--- config.mk ---
export PLATFORM = sky130hd
export DESIGN_NAME = uart_tx_fifo
export DESIGN_NICKNAME = d
export VERILOG_FILES = /design/src/rtl/uart_tx_fifo.sv
export SDC_FILE = /design/constraint.sdc
export NUM_CORES = 1
export LEC_CHECK = 0
export ABC_AREA = 1
export CAP_MARGIN = 20
export CORE_UTILIZATION = 54
export DETAILED_ROUTE_END_ITERATION = 10
export PLACE_DENSITY_LB_ADDON = 0.05
export SKIP_LAST_GASP = 1
export SLEW_MARGIN = 20
export SYNTH_ARGS = -nofsm -noshare
export SYNTH_HDL_FRONTEND = slang
export SYNTH_SLANG_ARGS = --single-unit
--- constraint.sdc ---
create_clock -name clk -period 3.9 [get_ports clk]
set_input_delay 1.17 -clock clk [delete_from_list [all_inputs] [get_ports clk]]
set_output_delay 1.17 -clock clk [all_outputs]
set_load 0.02 [all_outputs]
--- src/rtl/uart_tx_fifo.sv ---
// UART transmitter with a small transmit FIFO, runtime baud divider,
// selectable parity (none/even/odd) and one or two stop bits.
// Frames are sent LSB-first: start(0), DATA_BITS data, optional parity, stop(1).
//
// Handshake: a word on tx_data is accepted on any clk edge where
// tx_valid && tx_ready. tx_ready depends only on the registered fifo_count
// (never on tx_valid or on a same-cycle pop); tx_valid while !tx_ready is
// ignored with no side effect, and the producer keeps its word until accepted.
module uart_tx_fifo #(
    parameter int DATA_BITS = 8,
    parameter int DIV_W     = 16,
    parameter int FIFO_AW   = 2
) (
    input  logic                 clk,
    input  logic                 reset,
    input  logic [DATA_BITS-1:0] tx_data,
    input  logic                 tx_valid,
    output logic                 tx_ready,
    input  logic [DIV_W-1:0]     baud_div,
    input  logic [1:0]           parity_mode,
    input  logic                 stop2,
    output logic                 txd,
    output logic                 busy,
    output logic [FIFO_AW:0]     fifo_count,
    output logic [2:0]           state_dbg
);

    localparam int DEPTH = 1 << FIFO_AW;
    localparam int IDX_W = $clog2(DATA_BITS);
    localparam logic [FIFO_AW:0]   FULL_CNT = {1'b1, {FIFO_AW{1'b0}}};
    localparam logic [IDX_W-1:0]   LAST_IDX = IDX_W'(DATA_BITS - 1);

    typedef enum logic [2:0] {
        S_IDLE   = 3'd0,
        S_START  = 3'd1,
        S_DATA   = 3'd2,
        S_PARITY = 3'd3,
        S_STOP   = 3'd4
    } state_t;

    state_t               state;
    logic [DATA_BITS-1:0] mem [DEPTH];
    logic [FIFO_AW-1:0]   wr_ptr;
    logic [FIFO_AW-1:0]   rd_ptr;

    // Frame context, all captured when the word is popped.
    logic [DATA_BITS-1:0] shreg;
    logic [DIV_W-1:0]     bit_cnt;
    logic [DIV_W-1:0]     bit_term;   // latched divider minus one
    logic [IDX_W-1:0]     bit_idx;
    logic                 par_en;
    logic                 par_bit;
    logic                 stop2_lat;
    logic                 stop_idx;

    logic                 push;
    logic                 pop;
    logic                 bit_last;
    logic                 frame_end;
    logic [DATA_BITS-1:0] head;
    logic                 head_par;

    assign tx_ready  = fifo_count < FULL_CNT;
    assign push      = tx_valid && tx_ready;
    assign bit_last  = bit_cnt == bit_term;
    assign frame_end = (state == S_STOP) && bit_last && (!stop2_lat || stop_idx);
    // Pop only from IDLE or on the last clock of STOP, so frames chain without a gap.
    assign pop       = (fifo_count != '0) && ((state == S_IDLE) || frame_end);
    assign head      = mem[rd_ptr];
    assign head_par  = (parity_mode == 2'b10) ? ~(^head) : ^head;
    assign state_dbg = state;

    // FIFO storage: written on every accepted push, no reset needed.
    always_ff @(posedge clk) begin
        if (push) begin
            mem[wr_ptr] <= tx_data;
        end
    end

    // FIFO pointers and occupancy; simultaneous push and pop leave the count alone.
    always_ff @(posedge clk or posedge reset) begin
        if (reset) begin
            wr_ptr     <= '0;
            rd_ptr     <= '0;
            fifo_count <= '0;
        end else begin
            if (push) begin
                wr_ptr <= wr_ptr + FIFO_AW'(1);
            end
            if (pop) begin
                rd_ptr <= rd_ptr + FIFO_AW'(1);
            end
            case ({push, pop})
                2'b10:   fifo_count <= fifo_count + (FIFO_AW+1)'(1);
                2'b01:   fifo_count <= fifo_count - (FIFO_AW+1)'(1);
                default: fifo_count <= fifo_count;
            endcase
        end
    end

    // Transmit FSM with registered txd/busy; each bit is held for bit_term+1 clocks.
    always_ff @(posedge clk or posedge reset) begin
        if (reset) begin
            state     <= S_IDLE;
            txd       <= 1'b1;
            busy      <= 1'b0;
            shreg     <= '0;
            bit_cnt   <= '0;
            bit_term  <= '0;
            bit_idx   <= '0;
            par_en    <= 1'b0;
            par_bit   <= 1'b0;
            stop2_lat <= 1'b0;
            stop_idx  <= 1'b0;
        end else if (pop) begin
            // New frame: latch word and configuration, drive the start bit now.
            state     <= S_START;
            txd       <= 1'b0;
            busy      <= 1'b1;
            shreg     <= head;
            bit_cnt   <= '0;
            bit_term  <= (baud_div == '0) ? '0 : baud_div - DIV_W'(1);
            bit_idx   <= '0;
            par_en    <= (parity_mode == 2'b01) || (parity_mode == 2'b10);
            par_bit   <= head_par;
            stop2_lat <= stop2;
            stop_idx  <= 1'b0;
        end else begin
            case (state)
                S_IDLE: begin
                    txd  <= 1'b1;
                    busy <= 1'b0;
                end
                S_START: begin
                    if (bit_last) begin
                        bit_cnt <= '0;
                        state   <= S_DATA;
                        txd     <= shreg[0];
                    end else begin
                        bit_cnt <= bit_cnt + DIV_W'(1);
                    end
                end
                S_DATA: begin
                    if (bit_last) begin
                        bit_cnt <= '0;
                        if (bit_idx == LAST_IDX) begin
                            if (par_en) begin
                                state <= S_PARITY;
                                txd   <= par_bit;
                            end else begin
                                state <= S_STOP;
                                txd   <= 1'b1;
                            end
                        end else begin
                            bit_idx <= bit_idx + IDX_W'(1);
                            shreg   <= shreg >> 1;
                            txd     <= shreg[1];
                        end
                    end else begin
                        bit_cnt <= bit_cnt + DIV_W'(1);
                    end
                end
                S_PARITY: begin
                    if (bit_last) begin
                        bit_cnt <= '0;
                        state   <= S_STOP;
                        txd     <= 1'b1;
                    end else begin
                        bit_cnt <= bit_cnt + DIV_W'(1);
                    end
                end
                S_STOP: begin
                    if (bit_last) begin
                        bit_cnt <= '0;
                        if (stop2_lat && !stop_idx) begin
                            stop_idx <= 1'b1;
                        end else begin
                            // FIFO empty at end of frame (a pop is handled above).
                            state <= S_IDLE;
                            busy  <= 1'b0;
                            txd   <= 1'b1;
                        end
                    end else begin
                        bit_cnt <= bit_cnt + DIV_W'(1);
                    end
                end
                default: begin
                    state <= S_IDLE;
                    txd   <= 1'b1;
                    busy  <= 1'b0;
                end
            endcase
        end
    end

endmodule

Word-level counts from Yosys, hierarchy flattened
Memories as Yosys holds them, arrays and structs flattened.
Cells that the tools add are included.
{"block": "op_classes", "order_cmp": 1, "bitwise": 1, "muxes": 42, "eq_ne": 19, "n_reduce_logical": 27, "add_sub_neg": 7}
{"cell": "$mux W16", "n": 4}
{"cell": "$mux W3", "n": 12}
{"cell": "$mux W8", "n": 4}
{"cell": "$mux W1", "n": 18}
{"cell": "$ne A3 B3 Y1 const B", "n": 6}
{"cell": "$add A16 B1 Y16 const B", "n": 1}
{"cell": "$eq A16 B16 Y1", "n": 1}
{"cell": "$logic_not A16 Y1", "n": 1}
{"cell": "$sub A16 B1 Y16 const B", "n": 1}
{"cell": "$pmux W3 S5", "n": 1}
{"cell": "$reduce_bool A2 Y1", "n": 6}
{"cell": "$reduce_and A3 Y1", "n": 3}
{"cell": "$reduce_xor A8 Y1", "n": 1}
{"cell": "$reduce_and A7 Y1", "n": 1}
{"cell": "$add A3 B1 Y3 const B", "n": 2}
{"cell": "$eq A3 B2 Y1 const B", "n": 2}
{"cell": "$eq A3 B3 Y1 const B", "n": 2}
{"cell": "$pmux W3 S2", "n": 1}
{"cell": "$logic_and A1 B1 Y1", "n": 5}
{"cell": "$reduce_and A5 Y1", "n": 1}
{"cell": "$add A2 B1 Y2 const B", "n": 2}
{"cell": "$eq A2 B1 Y1 const B", "n": 2}
{"cell": "$eq A2 B2 Y1 const B", "n": 2}
{"cell": "$ne A2 B2 Y1 const B", "n": 2}
{"cell": "other kinds (13)", "n": 16}
{"block": "word_totals", "ram_bits": 32, "inputBits": 30, "regBits": 59, "n_memories": 1}
{"name": "mem", "depth": 4, "word_bits": 8, "rd": 1, "rd_ports_with_merged_regs": 0, "write_ports": 1, "line": "42", "source": "logic [DATA_BITS-1:0] mem [DEPTH];"}

Logic depth before layout (Yosys ltp)
{"block": "depth", "word_depth": 7, "depth_mapped": 19, "depth_no_buf": 16}

Worst setup path before layout
OpenSTA, ideal clock, no wires.
{"block": "synth_path", "path_kind": "input port to flip-flop", "start": "input baud_div[0]", "end": "register bit_term[10]", "t_arrival_ns": 2.387, "slack_ns": 1.387, "cell_stages": 8, "setup_ns": 0.126, "path_cell_list": "inv_1 > ha_1 > nand2_1 > nor3_1 > nand2_1 > nor2_1 > buf_2 > o31ai_1"}
{"block": "synth_between", "elab_chain_len": 2, "word_cells_on_any_way": 3, "classes_between": "add/sub (1); mux (1); reduce/logical (1)"}
{"item": "start: declaration", "line": "19", "source": "input logic [DIV_W-1:0] baud_div,"}
{"item": "$sub A16 B1 Y16 / $logic_not A16 Y1 (equally long branches)", "line": "122", "source": "bit_term <= (baud_div == '0) ? '0 : baud_div - DIV_W'(1);"}
{"item": "$mux W16 *", "line": "122"}
{"item": "end signal: assignment", "line": "122"}
{"item": "end: declaration", "line": "49", "source": "logic [DIV_W-1:0] bit_term;"}
Mark *: on every way between the ends. The rest lies on a longest branch, timed or not.
A chain may end at the register's enable or synchronous reset.

Final worst setup path
{"block": "layout_path", "start": "input baud_div[0]", "end": "register bit_term[14]"}
Same word-level chain as after synthesis.

==> results.sh <==
export IMPL_cts_buffers=9
export IMPL_hold_path_class="reg -> reg"
export IMPL_grt_start_max_net_pins=64
export IMPL_avgSynthCellArea_um2=8.30
export IMPL_layout_commonest_cell="nand2_1"
export IMPL_clockBufferDepth=2
export IMPL_cts_tree="done"
export IMPL_worst_pin_slew_ns=0.843
export IMPL_area_growth_pct=12.7
export IMPL_peakVddDrop_mv=0.345
export IMPL_row_count=34
export IMPL_min_period_ns=2.86
export IMPL_synth_top_family_by_area="simple AND/OR/NAND/NOR gates"
export IMPL_htree_levels=3
export IMPL_drive_gt1_share_pct=5.24
export IMPL_fp_dieW_um=97.4
export IMPL_yosysUniqueCellTypes=32
export IMPL_cp_cell_sequence="clkdlybuf4s50_1 > inv_1 > ha_1 > nand2_1 > nor3_1 > nand2_1 > nor2_1 > buf_4 > a21oi_1 > o211ai_1 > o21ai_0"
export IMPL_critical_path_top_delay_family="simple AND/OR/NAND/NOR gates"
export IMPL_synth_edf_count=32
export IMPL_grt_pass1_vias=3660
export IMPL_finalPower_mw=3.81
export IMPL_p_leak_nw=2.49
export IMPL_rsz0062_at_grt="no"
export IMPL_synth_compound_area_share_pct=8.02
export IMPL_gr_total_overflow=0
export IMPL_fin_util_pct=63.2
export IMPL_period_share_pct=73.4
export IMPL_critical_path_arrival_ns=3.10
export IMPL_final_cell_mix="nand2_1, inv_1, dfrtp_1"
export IMPL_grt_usage_pct=22.0
export IMPL_min_to="busy"
export IMPL_power_per_cell_area_nw_per_um2=688
export IMPL_place_congestion=0.875
export IMPL_cpPeakStageDelay_ns=0.45
export IMPL_start_util_pct=56.1
export IMPL_slowest_stage="clkdlybuf4s50_1"
export IMPL_root_buffer="clkbuf_8"
export IMPL_min_path_cells=2
export IMPL_boundaryPins=39
export IMPL_ys_warn_count=0
export IMPL_clock_sinks=91
export IMPL_cp_start_kind="primary input"
export IMPL_cts_resized=0
export IMPL_crit_top_cell="nand2_1"
export IMPL_routedWlPerCell_um=13.5
export IMPL_cp_required_ns=4.14
export IMPL_worst_skew_pair_late_latency_ns=0.35
export IMPL_core_area_um2=8760
export IMPL_antenna_cells=0
export IMPL_yosysSeqAreaShare_pct=49.6
export IMPL_wl_um=9930
export IMPL_post_cts_buffers=0
export IMPL_fin_setup_tns_ns=0
export IMPL_first_pass_iters=4
export IMPL_synth_ff_type="dfrtp_1"
export IMPL_clkSlewWorstSetupHoldPaths_ns=0.10
export IMPL_syn_area_um2=4910
export IMPL_die_area_um2=9480
export IMPL_crit_buf_inv=3
export IMPL_postLayoutCellArea_um2=5540
export IMPL_async_flop_share_pct=64.8
export IMPL_holdBufCountCts=0
export IMPL_drcViolationCount=0
export IMPL_reg2reg_depth=16
export IMPL_fillCellCount=790
export IMPL_drv_slew=0
export IMPL_synth_fa_ha_area_share_pct=2.95
export IMPL_port_buffers=38
export IMPL_maxSlewHeadroom_pct=43.6
export IMPL_ys_ff_latch=91
export IMPL_synth_xor_xnor_area_share_pct=5.53
export IMPL_worstHoldStart="busy"
export IMPL_r2r_setup_slack_ns=1.20
export IMPL_max_cap_violations=0
export IMPL_first_iter_violations=150
export IMPL_grt_pass1_wl_um=16800
export IMPL_hold_viol=0
export IMPL_end_kind="flop"
export IMPL_path_class="in -> reg"
export IMPL_syn_inst=592
export IMPL_antenna_found_initial=0
export IMPL_syn_num_nets=633
export IMPL_vias_per_cell=5.30
export IMPL_setup_viol=0
export IMPL_max_freq_mhz=349
export IMPL_place_area_um2=5330
export IMPL_route_vias_total=3908
export IMPL_dp_hpwl_um=7280
export IMPL_drtAntennaViolNets=0
export IMPL_synthSimpleGateAreaFrac_pct=25.8
export IMPL_final_nets=666
export IMPL_synth_mux_area_share_pct=0
export IMPL_path_max_fanout=13
export IMPL_outcome="finished, final reports clean"
export IMPL_r2r_start="bit_cnt[8]"
export IMPL_finClkSkew_ns=0.0136
export IMPL_die_y_um=97.4
export IMPL_r2r_end="fifo_count[2]"
-- cell type report --
cell class | count | area (um^2) | share of cell area (%)
clock buffers | 9 | 124 | 2.24
clock inverters | 7 | 82.6 | 1.49
inverters | 71 | 267 | 4.81
multi-input cells | 411 | 2080 | 37.5
flip-flops and latches | 91 | 2440 | 44.0
well taps | 108 | 135 | 2.44
repair buffers | 41 | 415 | 7.50
-- layer usage --
layer	part of all wire (%)	vias to the layer above	track usage [%]	routed length (um)
met3	3.5	13	3.38	348
met4	1.6	0	7.47	161
met2	49	75	38.0	4890
li1	-	2003	-	-
met1	46	1817	28.2	4530
met5	0	-	0	0
-- synth_stat cells, types with 2 or more instances --
library cell | count | share of area (%)
inv_1 | 61 | 4.7
o22ai_1 | 3 | 0.38
xor2_1 | 25 | 4.5
dfrtp_1 | 58 | 30
nand4_1 | 12 | 1.5
o31ai_1 | 12 | 1.8
nand2_2 | 2 | 0.25
o211ai_1 | 9 | 1.4
nand3_1 | 47 | 4.8
nand2_1 | 172 | 13
xnor2_1 | 6 | 1.1
nor3_1 | 12 | 1.2
clkbuf_1 | 2 | 0.15
inv_2 | 9 | 0.69
buf_6 | 5 | 1.1
buf_4 | 3 | 0.46
ha_1 | 10 | 2.5
nor2_1 | 51 | 3.9
edfxtp_1 | 32 | 20
nor4_1 | 5 | 0.64
buf_2 | 9 | 0.92
a21oi_1 | 9 | 0.92
o21ai_0 | 29 | 3.0
-- kinds of logic after synthesis --
logic type                 after synthesis
AOI/OAI and AO/OA                       66
xor gates and xnor gates                31
adders and majority gates               11
buffers and inverters                   90
DFF                                     91
and+or+nand+nor                        303
-- where the power goes --
part	switching, mW	internal, mW	total (mW)
Combinational	1.05	0.607	1.66
Clock	0.357	0.309	0.666
Sequential	0.212	1.27	1.48
Total	1.62	2.19	3.81
-- state kept, by name, indices dropped and copies added (netlist names), 2 cells and up --
name / count
state_dbg: 3
mem: 32
rd_ptr: 2
bit_term: 16
bit_cnt: 16
fifo_count: 3
wr_ptr: 2
bit_idx: 3
shreg: 8
-- worst register-to-register path, cell delays in order, from the launching register on --
cell and delay [ns]:
dfrtp_1 0.46, inv_1 0.10, nand2_1 0.06, nand2_1 0.05
nor2_1 0.09, nand2_1 0.05, nor2_1 0.20, nand3_1 0.15
nand2_1 0.09, nand2_2 0.07, inv_2 0.22, ha_1 0.21
inv_1 0.07, fa_1 0.38, a21oi_1 0.14, o21ai_0 0.11
xor2_1 0.15
-- how the worst max path moves through the flow --
stage / slack (ns) / cells after the start / start / to
after CTS: 1.05 / 11 / baud_div[0] / bit_term[14]
after floorplan: 1.28 / 1 / reset / bit_cnt[0]
after global placement: 0.74 / 11 / baud_div[0] / bit_term[14]
after detailed placement: 0.66 / 11 / baud_div[0] / bit_term[14]
after global routing: 0.86 / 11 / baud_div[0] / bit_term[14]
final: 1.04 / 11 / baud_div[0] / bit_term[14]
-- per-stage QoR --
stage          hold slack, ns  cells  setup slack (ns)
2_1_floorplan           0.450    592              1.28
3_3_place_gp            0.454    722             0.740
3_5_place_dp            0.459    722             0.663
4_1_cts                 0.482    738              1.05
5_1_grt                 0.532    738             0.860
6_report                0.478    738              1.04
Note: power is estimated with default switching activity, not from simulation.
